`src/rtl/lsu_mem_stage.sv`:
```
// rtl/lsu_mem_stage.sv - MEM-stage load/store unit: word-wide big-endian accesses, sub-word stores by read-modify-write
module lsu_mem_stage #(
  parameter int TIMEOUT_CYC = 16
) (
  input  logic        clk_i,
  input  logic        rst_i,
  input  logic        req_i,
  input  logic        is_store_i,
  input  logic [2:0]  funct3_i,
  input  logic [31:0] addr_i,
  input  logic [31:0] wdata_i,
  output logic        ready_o,
  output logic        done_o,
  output logic        err_o,
  output logic [31:0] load_data_o,
  output logic        mem_ren_o,
  output logic        mem_wen_o,
  output logic [31:0] mem_addr_o,
  output logic [31:0] mem_wd_o,
  input  logic [31:0] mem_rd_i,
  input  logic        mem_rdy_i
);

  localparam int CW = $clog2(TIMEOUT_CYC + 1);

  typedef enum logic [2:0] {
    S_IDLE,
    S_CHECK,
    S_READ,
    S_WRITE,
    S_RESP
  } state_t;

  state_t          state_q;
  logic            store_q;
  logic [2:0]      f3_q;
  logic [31:0]     addr_q;
  logic [31:0]     wdata_q;
  logic [31:0]     rbuf_q;
  logic [CW-1:0]   cnt_q;
  logic            got_q;
  logic            fault_q;
  logic            ready_q;
  logic            done_q;
  logic            err_q;
  logic [31:0]     load_data_q;
  logic            mem_ren_q;
  logic            mem_wen_q;
  logic [31:0]     mem_addr_q;
  logic [31:0]     mem_wd_q;

  logic            bad_d;
  logic            is_sw_d;
  logic [31:0]     load_d;
  logic [31:0]     merge_d;
  logic [31:0]     aligned_d;

  assign ready_o     = ready_q;
  assign done_o      = done_q;
  assign err_o       = err_q;
  assign load_data_o = load_data_q;
  assign mem_ren_o   = mem_ren_q;
  assign mem_wen_o   = mem_wen_q;
  assign mem_addr_o  = mem_addr_q;
  assign mem_wd_o    = mem_wd_q;

  // Decode of the latched request: fault detection, load extraction and store merge
  always_comb begin
    logic legal;
    logic misaligned;
    logic [7:0]  byte_v;
    logic [15:0] half_v;

    legal      = 1'b0;
    misaligned = 1'b0;
    byte_v     = 8'h00;
    half_v     = 16'h0000;
    load_d     = rbuf_q;
    merge_d    = wdata_q;
    aligned_d  = {addr_q[31:2], 2'b00};

    case (f3_q)
      3'b000, 3'b001, 3'b010: legal = 1'b1;
      3'b100, 3'b101:         legal = !store_q;
      default:                legal = 1'b0;
    endcase

    if (f3_q[1:0] == 2'b01 && addr_q[0])            misaligned = 1'b1;
    if (f3_q[1:0] == 2'b10 && addr_q[1:0] != 2'b00) misaligned = 1'b1;

    bad_d   = !legal || misaligned;
    is_sw_d = store_q && (f3_q == 3'b010);

    // Byte offset 0 is the most significant byte of the word
    case (addr_q[1:0])
      2'd0:    byte_v = rbuf_q[31:24];
      2'd1:    byte_v = rbuf_q[23:16];
      2'd2:    byte_v = rbuf_q[15:8];
      default: byte_v = rbuf_q[7:0];
    endcase
    half_v = addr_q[1] ? rbuf_q[15:0] : rbuf_q[31:16];

    case (f3_q[1:0])
      2'b00:   load_d = {{24{byte_v[7] & !f3_q[2]}}, byte_v};
      2'b01:   load_d = {{16{half_v[15] & !f3_q[2]}}, half_v};
      default: load_d = rbuf_q;
    endcase

    case (f3_q[1:0])
      2'b00: begin
        case (addr_q[1:0])
          2'd0:    merge_d = {wdata_q[7:0], rbuf_q[23:0]};
          2'd1:    merge_d = {rbuf_q[31:24], wdata_q[7:0], rbuf_q[15:0]};
          2'd2:    merge_d = {rbuf_q[31:16], wdata_q[7:0], rbuf_q[7:0]};
          default: merge_d = {rbuf_q[31:8], wdata_q[7:0]};
        endcase
      end
      2'b01:   merge_d = addr_q[1] ? {rbuf_q[31:16], wdata_q[15:0]}
                                   : {wdata_q[15:0], rbuf_q[15:0]};
      default: merge_d = wdata_q;
    endcase
  end

  // Request sequencer; every output is a register so nothing passes combinationally from req
  always_ff @(posedge clk_i or posedge rst_i) begin
    if (rst_i) begin
      state_q     <= S_IDLE;
      store_q     <= 1'b0;
      f3_q        <= 3'b000;
      addr_q      <= 32'h0;
      wdata_q     <= 32'h0;
      rbuf_q      <= 32'h0;
      cnt_q       <= '0;
      got_q       <= 1'b0;
      fault_q     <= 1'b0;
      ready_q     <= 1'b1;
      done_q      <= 1'b0;
      err_q       <= 1'b0;
      load_data_q <= 32'h0;
      mem_ren_q   <= 1'b0;
      mem_wen_q   <= 1'b0;
      mem_addr_q  <= 32'h0;
      mem_wd_q    <= 32'h0;
    end else begin
      done_q <= 1'b0;
      err_q  <= 1'b0;
      case (state_q)
        S_IDLE: begin
          if (req_i) begin
            store_q <= is_store_i;
            f3_q    <= funct3_i;
            addr_q  <= addr_i;
            wdata_q <= wdata_i;
            ready_q <= 1'b0;
            state_q <= S_CHECK;
          end
        end
        S_CHECK: begin
          if (bad_d) begin
            fault_q <= 1'b1;
            state_q <= S_RESP;
          end else if (is_sw_d) begin
            mem_wen_q  <= 1'b1;
            mem_addr_q <= aligned_d;
            mem_wd_q   <= wdata_q;
            state_q    <= S_WRITE;
          end else begin
            mem_ren_q  <= 1'b1;
            mem_addr_q <= aligned_d;
            cnt_q      <= '0;
            got_q      <= 1'b0;
            state_q    <= S_READ;
          end
        end
        S_READ: begin
          if (got_q) begin
            // Word captured on the previous edge; rbuf is now stable for extraction/merge
            got_q <= 1'b0;
            if (store_q) begin
              mem_wen_q <= 1'b1;
              mem_wd_q  <= merge_d;
              state_q   <= S_WRITE;
            end else begin
              mem_addr_q <= 32'h0;
              state_q    <= S_RESP;
            end
          end else if (mem_rdy_i) begin
            rbuf_q    <= mem_rd_i;
            cnt_q     <= '0;
            got_q     <= 1'b1;
            mem_ren_q <= 1'b0;
          end else if (cnt_q == CW'(TIMEOUT_CYC - 1)) begin
            cnt_q      <= '0;
            mem_ren_q  <= 1'b0;
            mem_addr_q <= 32'h0;
            fault_q    <= 1'b1;
            state_q    <= S_RESP;
          end else begin
            cnt_q <= cnt_q + 1'b1;
          end
        end
        S_WRITE: begin
          mem_wen_q  <= 1'b0;
          mem_wd_q   <= 32'h0;
          mem_addr_q <= 32'h0;
          state_q    <= S_RESP;
        end
        S_RESP: begin
          done_q      <= 1'b1;
          err_q       <= fault_q;
          load_data_q <= (fault_q || store_q) ? 32'h0 : load_d;
          fault_q     <= 1'b0;
          ready_q     <= 1'b1;
          state_q     <= S_IDLE;
        end
        default: begin
          state_q <= S_IDLE;
          ready_q <= 1'b1;
        end
      endcase
    end
  end

endmodule

```
`config.mk`:
```
export PLATFORM = sky130hd
export DESIGN_NAME = lsu_mem_stage
export DESIGN_NICKNAME = d
export VERILOG_FILES = /design/src/rtl/lsu_mem_stage.sv
export SDC_FILE = /design/constraint.sdc
export NUM_CORES = 1
export LEC_CHECK = 0
export CORE_UTILIZATION = 51
export DETAILED_ROUTE_END_ITERATION = 10
export PLACE_DENSITY_LB_ADDON = 0.12
export SYNTH_ARGS = -nofsm -noshare
export SYNTH_HDL_FRONTEND = slang
export SYNTH_SLANG_ARGS = --single-unit
```
`constraint.sdc`:
```
create_clock -name clk_i -period 9.6 [get_ports clk_i]
set_input_delay 1.92 -clock clk_i [delete_from_list [all_inputs] [get_ports clk_i]]
set_output_delay 1.92 -clock clk_i [all_outputs]
set_load 0.02 [all_outputs]
```
Word level (Yosys, flattened, before mapping)
Cells that the tools add are included.
{"block": "word_totals", "out_inout_bits": 101, "word_cells": 138, "regBits": 211}
{"block": "classes", "add_sub_neg": 1, "reduce_logical": 29, "eq_ne": 27, "muxes": 60, "n_bitwise": 4}
{"operator": "$mux W32", "n": 11}
{"operator": "$pmux W32 S3", "n": 3}
{"operator": "$pmux W32 S2", "n": 2}
{"operator": "$mux W5", "n": 5}
{"operator": "$pmux W8 S3", "n": 1}
{"operator": "$mux W1", "n": 23}
{"operator": "$ne A2 B2 Y1 const B", "n": 10}
{"operator": "$reduce_and A5 Y1", "n": 4}
{"operator": "$mux W3", "n": 6}
{"operator": "$mux W16", "n": 1}
{"operator": "$ne A3 B3 Y1 const B", "n": 4}
{"operator": "$pmux W3 S4", "n": 1}
{"operator": "$pmux W5 S2", "n": 1}
{"operator": "$eq A3 B2 Y1 const B", "n": 3}
{"operator": "$eq A3 B3 Y1 const B", "n": 3}
{"operator": "$reduce_and A3 Y1", "n": 3}
{"operator": "$pmux W1 S2", "n": 4}
{"operator": "$eq A3 B1 Y1 const B", "n": 2}
{"operator": "$logic_not A3 Y1", "n": 2}
{"operator": "$pmux W1 S3", "n": 2}
{"operator": "$reduce_bool A3 Y1", "n": 2}
{"operator": "$reduce_or A3 Y1", "n": 2}
{"operator": "$add A5 B1 Y5 const B", "n": 1}
{"operator": "$eq A5 B4 Y1 const B", "n": 1}
{"operator": "other kinds (12)", "n": 24}

Logic depth before layout (Yosys ltp)
Gate-level depths: netlist (run 1).
{"block": "logic_depth", "word_depth": 7, "depth_mapped": 7}

Worst setup path after synthesis (run 1)
Ideal clock, no wire load.
{"block": "synth_path", "path_kind": "input port to flip-flop", "startpoint": "input port mem_rdy_i", "endpoint": "register mem_addr_q[10] (netlist: mem_addr_o[10])", "setup_ps": 121, "t_required_ps": 9479, "path_stages": 5, "slack_ps": 6493, "arrival_time_ps": 2987, "n_path_buf": 1, "cell_sequence": "or3b_2 -> o221ai_1 -> o211ai_1 -> buf_2 -> a22o_1"}
{"block": "synth_via", "elab_chain_cells": 2}
{"item": "from (decl)", "line": "21", "text": "input logic mem_rdy_i"}
{"item": "$ne A3 B3 Y1 (no source line)"}
{"item": "$reduce_and A5 Y1 (no source line)"}
{"item": "to (signal assigned)", "line": "164", "text": "mem_addr_q <= aligned_d;"}
{"item": "to (signal assigned)", "line": "169", "text": "mem_addr_q <= aligned_d;"}
{"item": "to (decl)", "line": "49", "text": "logic [31:0] mem_addr_q;"}
No other way between the ends.
A chain may end at the register's enable or synchronous reset.

Worst setup path after layout (run 1)
{"block": "layout_path", "startpoint": "input port req_i", "endpoint": "register addr_q[13]"}
{"block": "layout_via", "elab_chain_cells": 1}
{"item": "from (decl)", "line": "7", "text": "input logic req_i,"}
{"item": "$reduce_and A2 Y1 (no source line)"}
{"item": "to (signal assigned)", "line": "152", "text": "addr_q <= addr_i;"}
{"item": "to (decl)", "line": "37", "text": "logic [31:0] addr_q;"}
No other way between the ends.

==> results of run 1 <==
-- worst max-delay path: stages --
cell	delay [ns]
sky130_fd_sc_hd__clkdlybuf4s50_1	0.48
sky130_fd_sc_hd__and3_2	0.74
sky130_fd_sc_hd__buf_4	0.54
sky130_fd_sc_hd__mux2_2	0.40
-- power by group --
group	internal [uW]	switching (uW)
Sequential	1270	415
Combinational	885	907
Clock	462	335
Total	2610	1660
-- state kept, by name, summed over array words and instances (netlist names), 3 cells and up --
| name | count |
|---|---|
| addr_q | 32 |
| load_data_o | 32 |
| mem_wd_o | 32 |
| rbuf_q | 32 |
| wdata_q | 32 |
| mem_addr_o | 30 |
| cnt_q | 5 |
| f3_q | 3 |
| state_q | 3 |
-- cell usage after synthesis, types with 3 or more instances --
cell type                  number  area share
sky130_fd_sc_hd__or3_1          3      0.0020
sky130_fd_sc_hd__a21oi_1       23       0.012
sky130_fd_sc_hd__nor2b_1        4      0.0026
sky130_fd_sc_hd__nor3b_1        4      0.0031
sky130_fd_sc_hd__and3_1         8      0.0052
sky130_fd_sc_hd__a32oi_1        7      0.0064
sky130_fd_sc_hd__o21a_1         3      0.0023
sky130_fd_sc_hd__o221ai_1       3      0.0027
sky130_fd_sc_hd__a22o_1        40       0.037
sky130_fd_sc_hd__o41ai_1        4      0.0037
sky130_fd_sc_hd__o22ai_1        8      0.0052
sky130_fd_sc_hd__nor3_1         8      0.0042
sky130_fd_sc_hd__buf_2         38       0.020
sky130_fd_sc_hd__o21ai_0       37       0.019
sky130_fd_sc_hd__o22a_1         3      0.0027
sky130_fd_sc_hd__buf_4          4      0.0031
sky130_fd_sc_hd__nor2_1        23      0.0090
sky130_fd_sc_hd__a222oi_1       3      0.0031
sky130_fd_sc_hd__a22oi_1       17       0.013
sky130_fd_sc_hd__dfrtp_1      208        0.54
sky130_fd_sc_hd__mux2_2       109        0.13
sky130_fd_sc_hd__nand2b_1      12      0.0078
sky130_fd_sc_hd__inv_1         13      0.0051
sky130_fd_sc_hd__a221oi_1       5      0.0046
sky130_fd_sc_hd__o211ai_1      14       0.011
sky130_fd_sc_hd__nand3_1       13      0.0068
sky130_fd_sc_hd__or3b_2         4      0.0037
sky130_fd_sc_hd__o31ai_1       10      0.0078
sky130_fd_sc_hd__clkbuf_1      21      0.0082
sky130_fd_sc_hd__nand2_1       77       0.030
sky130_fd_sc_hd__mux2i_1       16       0.017
sky130_fd_sc_hd__a32o_1         3      0.0031
sky130_fd_sc_hd__a211oi_1       9      0.0070
sky130_fd_sc_hd__o21ai_1       16      0.0084
-- how the worst max path moves through the flow --
stage          start    endpoint  slack, ns  depth (start not counted)
2_1_floorplan  rst_i   addr_q[0]       1.97                          1
3_3_place_gp   req_i  addr_q[20]       5.38                          4
3_5_place_dp   req_i  addr_q[19]       5.31                          4
4_1_cts        req_i  addr_q[13]       5.84                          4
5_1_grt        rst_i   mem_wen_o       5.71                          3
6_report       req_i  addr_q[13]       5.86                          4
-- through the flow --
stage | worst slack [ns] | hold slack (ns) | utilization | std cells
finish | 5.86 | 0.476 | 0.679 | 1236
global route | 5.71 | 0.510 | 0.679 | 1236
CTS | 5.84 | 0.479 | 0.679 | 1236
detailed placement | 5.31 | 0.466 | 0.642 | 1197
global placement | 5.38 | 0.461 | 0.642 | 1197
floorplan | 1.97 | 0.469 | - | 821
-- routing by layer --
metal / up-vias / wire [um]
met4: 0 / 1130
li1: 3381 / -
met3: 70 / 1760
met5: - / 0
met1: 3695 / 10900
met2: 325 / 12100
-- cell type report --
cell class | count | area [um2] | share of cell area
flip-flops and latches | 209 | 5230 | 0.423
multi-input cells | 534 | 4010 | 0.325
repair buffers | 212 | 2100 | 0.170
clock buffers | 34 | 647 | 0.0523
well taps | 229 | 287 | 0.0232
inverters | 13 | 56.3 | 0.00456
clock inverters | 5 | 25.0 | 0.00203
-- cell families (layout without fill, tap and decap cells) --
logic type      Yosys count  count (layout)  share of synthesized area
fa+ha+maj                 1               1                    0.00131
other cells               1               2                   0.000391
simple gates            179             179                     0.0982
buf+inv                  78             264                     0.0371
compound gates          226             226                      0.170
mux                     126             126                      0.147
flops                   209             209                      0.546
==> results.sh, run 1 <==
export IMPL_outcome="complete, but fails checks"
export IMPL_failed_checks="DRC"
export IMPL_floorplan_initialDensity=0.526
export IMPL_critPathKind="input pin to register"
export IMPL_detailedPlacementHpwl_mm=17.4
export IMPL_ir_worst_vdd_uv=198
export IMPL_critical_path_peak_fanout=38
export IMPL_cts_inserted_buffers=22
export IMPL_drtIter0Drc=683
export IMPL_cp_arrival_ns=4.12
export IMPL_synth_edf_count=0
export IMPL_grt_busiest_layer="met2"
export IMPL_max_slew_worst_pin_slew_ns=0.990
export IMPL_overall_power_uw=4270
export IMPL_globalRoute_totalOverflow=0
export IMPL_vias=7471
export IMPL_finalHoldViolCount=0
export IMPL_r2r_start="state_q[2]"
export IMPL_totalNegativeSetupSlack_ns=0
export IMPL_cp_start_kind="input pin"
export IMPL_core_area_mm2=0.0182
export IMPL_globalRouteMet1Util=0.361
export IMPL_io_pins=205
export IMPL_ys_flop_type="sky130_fd_sc_hd__dfrtp_1"
export IMPL_power_leakage_uw=0.00531
export IMPL_num_antenna_cells=0
export IMPL_worstSetupEndpointType="register"
export IMPL_hp_class="register to register"
export IMPL_cts_htree_levels=1
export IMPL_die_w_um=139
export IMPL_layout_cells_most_common_list="sky130_fd_sc_hd__dfrtp_1 (208), sky130_fd_sc_hd__clkdlybuf4s50_1 (202), sky130_fd_sc_hd__mux2_2 (109)"
export IMPL_grt_usage=0.269
export IMPL_grt_setup_unrepaired="no"
export IMPL_drt_wl_total_mm=25.9
export IMPL_timing_reg2reg_setup_slack_ns=6.49
export IMPL_yosys_register_bits=209
export IMPL_final_min_clock_period_ns=3.74
export IMPL_proportion_of_synthesized_chip_area_in_sequential_cells=0.546
export IMPL_r2r_cells=5
export IMPL_route_detailed_wl_per_inst_um=21.0
export IMPL_report_final_setup_viol=0
export IMPL_rows=49
export IMPL_clock_tree_root_cell="sky130_fd_sc_hd__clkbuf_16"
export IMPL_hp_start="mem_wen_o"
export IMPL_floorplan_die_area_mm2=0.0193
export IMPL_vias_per_cell=6.04
export IMPL_netlist_area_mm2=0.00958
export IMPL_syn_avg_cell_area_um2=11.7
export IMPL_maximum_number_of_pins_on_one_net_before_global_route_repair=133
export IMPL_post_cts_setup_buffers=0
export IMPL_place_port_buffers=202
export IMPL_detailedRoute_firstPassIterationCount=11
export IMPL_rr_endpoint="load_data_o[28]"
export IMPL_clk_pin_slew_ns=0.06
export IMPL_post_cts_resized=0
export IMPL_clock_sinks=209
export IMPL_ys_warn_count=0
export IMPL_clock_skew_final_ns=0.00858
export IMPL_netlist_instances=820
export IMPL_die_h_um=139
export IMPL_drcViolationCount=11
export IMPL_report_final_slew_viol_count=0
export IMPL_nets=1097
export IMPL_antenna_violations_before_repair=0
export IMPL_syn_to_final_growth_pct=28.9
export IMPL_hold_path_depth=2
export IMPL_met2_use_gr=0.430
export IMPL_dpl_instance_area_mm2=0.0117
export IMPL_mostFrequentLayoutCell="sky130_fd_sc_hd__dfrtp_1"
export IMPL_finish_instance_area_mm2=0.0124
export IMPL_achievable_frequency_mhz=267
export IMPL_vias_in_the_first_global_route=7366
export IMPL_clkLatencyLatePin_ns=0.50
export IMPL_fin_crit_sh=0.390
export IMPL_use_met3=0.0466
export IMPL_detail_route_antenna_nets=0
export IMPL_max_transition_margin=0.339
export IMPL_post_synth_num_cell_types=74
export IMPL_post_route_cells_drive_above_1_share=0.172
export IMPL_cap_viol_max_count=0
export IMPL_ctsLongestPathBuffers=3
export IMPL_grt_pass1_wl_mm=40.9
export IMPL_layout_filler_cells=1397
export IMPL_place_gp_congestion=0.893
export IMPL_asyncSetResetFlopFracSynth=1.00
export IMPL_postCtsHoldBufs=0
export IMPL_tritoncts="yes"
export IMPL_crit_required_ns=9.98
export IMPL_power_density_mw_per_mm2=346
export IMPL_hold_end="mem_wen_o"
(Power assumes the default switching activity.)
==> inputs of run 2 (changes only) <==
- clock period: 9.6 -> 3.53 ns (I/O delays scaled with it)
==> results.sh, run 2 (same netlist as run 1, synthesis figures left out) <==
export IMPL_outcome="complete, but fails checks"
export IMPL_die_w_um=139
export IMPL_cp_start_kind="register"
export IMPL_vias_per_cell=6.07
export IMPL_drcViolationCount=12
export IMPL_place_gp_congestion=0.885
export IMPL_layout_cells_most_common_list="sky130_fd_sc_hd__dfrtp_1 (208), sky130_fd_sc_hd__clkdlybuf4s50_1 (202), sky130_fd_sc_hd__mux2_2 (109)"
export IMPL_detailedRoute_firstPassIterationCount=11
export IMPL_nets=1108
export IMPL_r2r_cells=6
export IMPL_power_leakage_uw=0.00544
export IMPL_route_detailed_wl_per_inst_um=20.9
export IMPL_detail_route_antenna_nets=0
export IMPL_floorplan_initialDensity=0.526
export IMPL_layout_filler_cells=1384
export IMPL_mostFrequentLayoutCell="sky130_fd_sc_hd__dfrtp_1"
export IMPL_fin_crit_sh=0.695
export IMPL_cts_htree_levels=1
export IMPL_postCtsHoldBufs=0
export IMPL_core_area_mm2=0.0182
export IMPL_report_final_setup_viol=0
export IMPL_post_cts_resized=0
export IMPL_detailedPlacementHpwl_mm=17.8
export IMPL_drt_wl_total_mm=26.1
export IMPL_hold_path_depth=2
export IMPL_maximum_number_of_pins_on_one_net_before_global_route_repair=61
export IMPL_post_route_cells_drive_above_1_share=0.184
export IMPL_critPathKind="register to register"
export IMPL_grt_setup_unrepaired="no"
export IMPL_achievable_frequency_mhz=408
export IMPL_max_transition_margin=0.363
export IMPL_r2r_start="state_q[1]"
export IMPL_cp_arrival_ns=2.88
export IMPL_report_final_slew_viol_count=0
export IMPL_register_area_mm2=0.00523
export IMPL_totalNegativeSetupSlack_ns=0
export IMPL_finish_instance_area_mm2=0.0126
export IMPL_num_antenna_cells=0
export IMPL_area_of_the_multi_input_gates_mm2=0.00401
export IMPL_vias=7576
export IMPL_vias_in_the_first_global_route=7514
export IMPL_floorplan_die_area_mm2=0.0193
export IMPL_antenna_violations_before_repair=0
export IMPL_grt_pass1_wl_mm=42.0
export IMPL_clock_tree_root_cell="sky130_fd_sc_hd__clkbuf_16"
export IMPL_clock_sinks=209
export IMPL_tritoncts="yes"
export IMPL_rr_endpoint="load_data_o[28]"
export IMPL_max_slew_worst_pin_slew_ns=0.954
export IMPL_io_pins=205
export IMPL_drtIter0Drc=611
export IMPL_ir_worst_vdd_uv=508
export IMPL_power_density_mw_per_mm2=955
export IMPL_globalRoute_totalOverflow=0
export IMPL_dpl_instance_area_mm2=0.0118
export IMPL_hp_start="mem_wen_o"
export IMPL_rows=49
export IMPL_failed_checks="DRC"
export IMPL_crit_path_start="state_q[1]"
export IMPL_cts_inserted_buffers=23
export IMPL_cap_viol_max_count=0
export IMPL_hp_class="register to register"
export IMPL_finalHoldViolCount=0
export IMPL_die_h_um=139
export IMPL_clock_skew_final_ns=0.0123
export IMPL_timing_reg2reg_setup_slack_ns=1.08
export IMPL_ctsLongestPathBuffers=3
export IMPL_clk_pin_slew_ns=0.06
export IMPL_clkLatencyLatePin_ns=0.52
export IMPL_syn_to_final_growth_pct=31.7
export IMPL_hold_end="mem_wen_o"
export IMPL_grt_usage=0.274
export IMPL_final_min_clock_period_ns=2.45
export IMPL_post_cts_setup_buffers=0
export IMPL_worstSetupEndpointType="register"
export IMPL_critical_path_peak_fanout=35
export IMPL_place_port_buffers=202
export IMPL_crit_required_ns=3.96
## run 2: cell types whose count changed in the layout (fill, tap and decap cells not counted), sizes merged
cell,previous run,this run
buf,10,20
clkbuf,34,33
clkinvlp,0,1
clkinv,5,3
bufinv,0,4
## run 2: final cells by class
| cell class | instances | share of cell area |
|---|---|---|
| clock buffers | 33 | 0.0525 |
| clock inverters | 8 | 0.0114 |
| inverters | 13 | 0.00416 |
| multi-input cells | 534 | 0.318 |
| flip-flops and latches | 209 | 0.414 |
| well taps | 229 | 0.0227 |
| repair buffers | 222 | 0.177 |
## run 2: critical path, cell delays in order, from the launching register on
cell and delay, ns:
sky130_fd_sc_hd__dfrtp_1 0.58, sky130_fd_sc_hd__or3b_1 0.44, sky130_fd_sc_hd__buf_4 0.27, sky130_fd_sc_hd__nor3_4 0.15
sky130_fd_sc_hd__buf_4 0.28, sky130_fd_sc_hd__nand4_2 0.44, sky130_fd_sc_hd__nand2_1 0.20
## run 2: metrics by stage
stage / total power [uW] / hold WS [ns] / cells / setup slack (ns) / util
after global routing: 12700 / 0.514 / 1248 / 0.874 / 0.693
after CTS: 12100 / 0.479 / 1248 / 1.08 / 0.693
after floorplan: 7510 / 0.469 / 821 / 0.111 / -
after global placement: 9370 / 0.460 / 1207 / 0.998 / 0.649
final: 12100 / 0.473 / 1248 / 1.08 / 0.693
after detailed placement: 9490 / 0.464 / 1207 / 0.930 / 0.649
## run 2: where the power goes
part | internal, uW | switching, uW
sequential | 3440 | 1150
combinational | 2460 | 2460
clock | 1590 | 951
total | 7500 | 4560
## run 2: worst max-delay path by stage
stage | to | cells after the start
after detailed placement | mem_addr_o[10] | 6
after global placement | mem_addr_o[18] | 6
after CTS | load_data_o[17] | 6
final | load_data_o[28] | 6
after global routing | load_data_o[26] | 6
after floorplan | addr_q[0] | 1
## run 2: metal layers
metal  vias to the layer above  track usage  routed length (um)
li1                       3412            -                   -
met1                      3794        0.372               11100
met2                       302        0.437               12400
met3                        68       0.0497                1580
met4                         0        0.111                1060
met5                         -            0                   0
==> inputs of run 3 (changes only) <==
- clock period: 3.53 -> 2.4 ns (I/O delays scaled with it)
==> results.sh, run 3 (same netlist as run 1, synthesis figures left out) <==
export IMPL_critPathKind="register to register"
export IMPL_finish_instance_area_mm2=0.0128
export IMPL_mostFrequentLayoutCell="sky130_fd_sc_hd__dfrtp_1"
export IMPL_finalHoldViolCount=0
export IMPL_dp_cells=1228
export IMPL_tritoncts="yes"
export IMPL_overall_power_uw=17700
export IMPL_failed_checks="DRC"
export IMPL_post_route_cells_drive_above_1_share=0.199
export IMPL_fin_crit_sh=0.903
export IMPL_die_h_um=139
export IMPL_cts_htree_levels=1
export IMPL_io_pins=205
export IMPL_drcViolationCount=12
export IMPL_power_leakage_uw=0.00552
export IMPL_globalRoute_totalOverflow=0
export IMPL_ctsLongestPathBuffers=3
export IMPL_antenna_violations_before_repair=0
export IMPL_final_min_clock_period_ns=2.17
export IMPL_vias=7741
export IMPL_worstSetupEndpointType="register"
export IMPL_postCtsHoldBufs=0
export IMPL_timing_reg2reg_setup_slack_ns=0.23
export IMPL_drt_wl_total_mm=26.6
export IMPL_achievable_frequency_mhz=462
export IMPL_detail_route_antenna_nets=0
export IMPL_clk_pin_slew_ns=0.06
export IMPL_r2r_cells=5
export IMPL_max_slew_worst_pin_slew_ns=0.660
export IMPL_hp_class="input pin to asynchronous set/reset pin"
export IMPL_vias_in_the_first_global_route=7641
export IMPL_detailedPlacementHpwl_mm=18.7
export IMPL_syn_to_final_growth_pct=33.2
export IMPL_critical_path_peak_fanout=12
export IMPL_floorplan_initialDensity=0.526
export IMPL_core_area_mm2=0.0182
export IMPL_nets=1129
export IMPL_report_final_setup_viol=0
export IMPL_crit_path_max_incr_delay_ns=0.60
export IMPL_ir_worst_vdd_uv=933
export IMPL_clock_tree_root_cell="sky130_fd_sc_hd__clkbuf_16"
export IMPL_outcome="complete, but fails checks"
export IMPL_totalNegativeSetupSlack_ns=0
export IMPL_grt_pass1_wl_mm=42.8
export IMPL_rows=49
export IMPL_post_cts_setup_buffers=0
export IMPL_route_detailed_wl_per_inst_um=21.1
export IMPL_crit_required_ns=2.81
export IMPL_clock_skew_final_ns=0.00859
export IMPL_place_gp_congestion=0.889
export IMPL_num_antenna_cells=0
export IMPL_maximum_number_of_pins_on_one_net_before_global_route_repair=87
export IMPL_layoutNonFillerInstCount=1263
export IMPL_drtIter0Drc=572
export IMPL_die_w_um=139
export IMPL_cp_arrival_ns=2.58
export IMPL_path_cells="buf_4 > nor4b_1 > a211o_1 > nand3_1 > o211ai_1"
export IMPL_detailedRoute_firstPassIterationCount=11
export IMPL_dpl_worst_slack_ns=0.183
export IMPL_critical_path_slowest_cell="sky130_fd_sc_hd__nor4b_1"
export IMPL_max_transition_margin=0.554
export IMPL_grt_usage=0.280
export IMPL_clkLatencyLatePin_ns=0.51
export IMPL_post_cts_resized=0
export IMPL_layout_cells_most_common_list="sky130_fd_sc_hd__dfrtp_1 (208), sky130_fd_sc_hd__clkdlybuf4s50_1 (202), sky130_fd_sc_hd__mux2_2 (109)"
export IMPL_power_density_mw_per_mm2=1390
export IMPL_cap_viol_max_count=0
export IMPL_cts_inserted_buffers=23
export IMPL_report_final_slew_viol_count=0
export IMPL_r2r_start="addr_q[1]"
export IMPL_vias_per_cell=6.13
export IMPL_clock_sinks=209
export IMPL_floorplan_die_area_mm2=0.0193
export IMPL_rr_endpoint="mem_wd_o[10]"
export IMPL_fin_ws_ns=0.233
export IMPL_dpl_instance_area_mm2=0.0120
export IMPL_place_port_buffers=202
export IMPL_grt_setup_unrepaired="no"
export IMPL_cp_start_kind="register"
-- run 3: cell count changes in the layout (fill, tap and decap cells not counted), sizes merged --
cell	change
buf	+21
bufinv	-2
clkbuf	-4
clkinv	-1
clkinvlp	+1
-- run 3: cell type report --
| class | instances | area, um2 |
|---|---|---|
| clock inverters | 6 | 86.3 |
| flip-flops and latches | 209 | 5230 |
| well taps | 229 | 287 |
| repair buffers | 243 | 2450 |
| clock buffers | 29 | 638 |
| fillers | 1333 | 5450 |
| multi-input cells | 534 | 4010 |
| inverters | 13 | 52.6 |
-- run 3: how the worst max path moves through the flow --
stage / startpoint / to / slack [ns] / cells after the start
2_1_floorplan: rst_i / addr_q[0] / -0.79 / 1
3_3_place_gp: mem_rdy_i / mem_addr_o[16] / 0.22 / 6
3_5_place_dp: mem_rdy_i / mem_addr_o[7] / 0.18 / 6
4_1_cts: ready_o / ready_o / 0.24 / 1
5_1_grt: addr_q[1] / mem_wd_o[2] / 0.006 / 5
6_report: addr_q[1] / mem_wd_o[10] / 0.23 / 5
-- run 3: power by group --
group	switching (uW)	internal [uW]
Combinational	3790	3810
Sequential	1620	5070
Clock	1360	2070
-- run 3: metal layers --
| metal | vias to the layer above | share of wire | GRT usage | routed length (um) |
|---|---|---|---|---|
| li1 | 3439 | - | - | - |
| met1 | 3894 | 0.41 | 0.374 | 10800 |
| met2 | 354 | 0.49 | 0.463 | 13000 |
| met3 | 54 | 0.074 | 0.0490 | 1960 |
| met4 | 0 | 0.033 | 0.0953 | 884 |
| met5 | - | 0 | 0 | 0 |
-- run 3: critical path, delay by kind of cell (launching register included) --
kind | cells | cell delay [ns]
simple gates | 2 | 0.77
flops | 1 | 0.45
compound gates | 2 | 0.65
buf+inv | 1 | 0.20
-- run 3: stage by stage --
| stage | hold WS [ns] | utilization |
|---|---|---|
| floorplan | 0.469 | - |
| global placement | 0.470 | 0.661 |
| detailed placement | 0.475 | 0.661 |
| CTS | 0.275 | 0.701 |
| global route | 0.292 | 0.701 |
| finish | 0.283 | 0.701 |
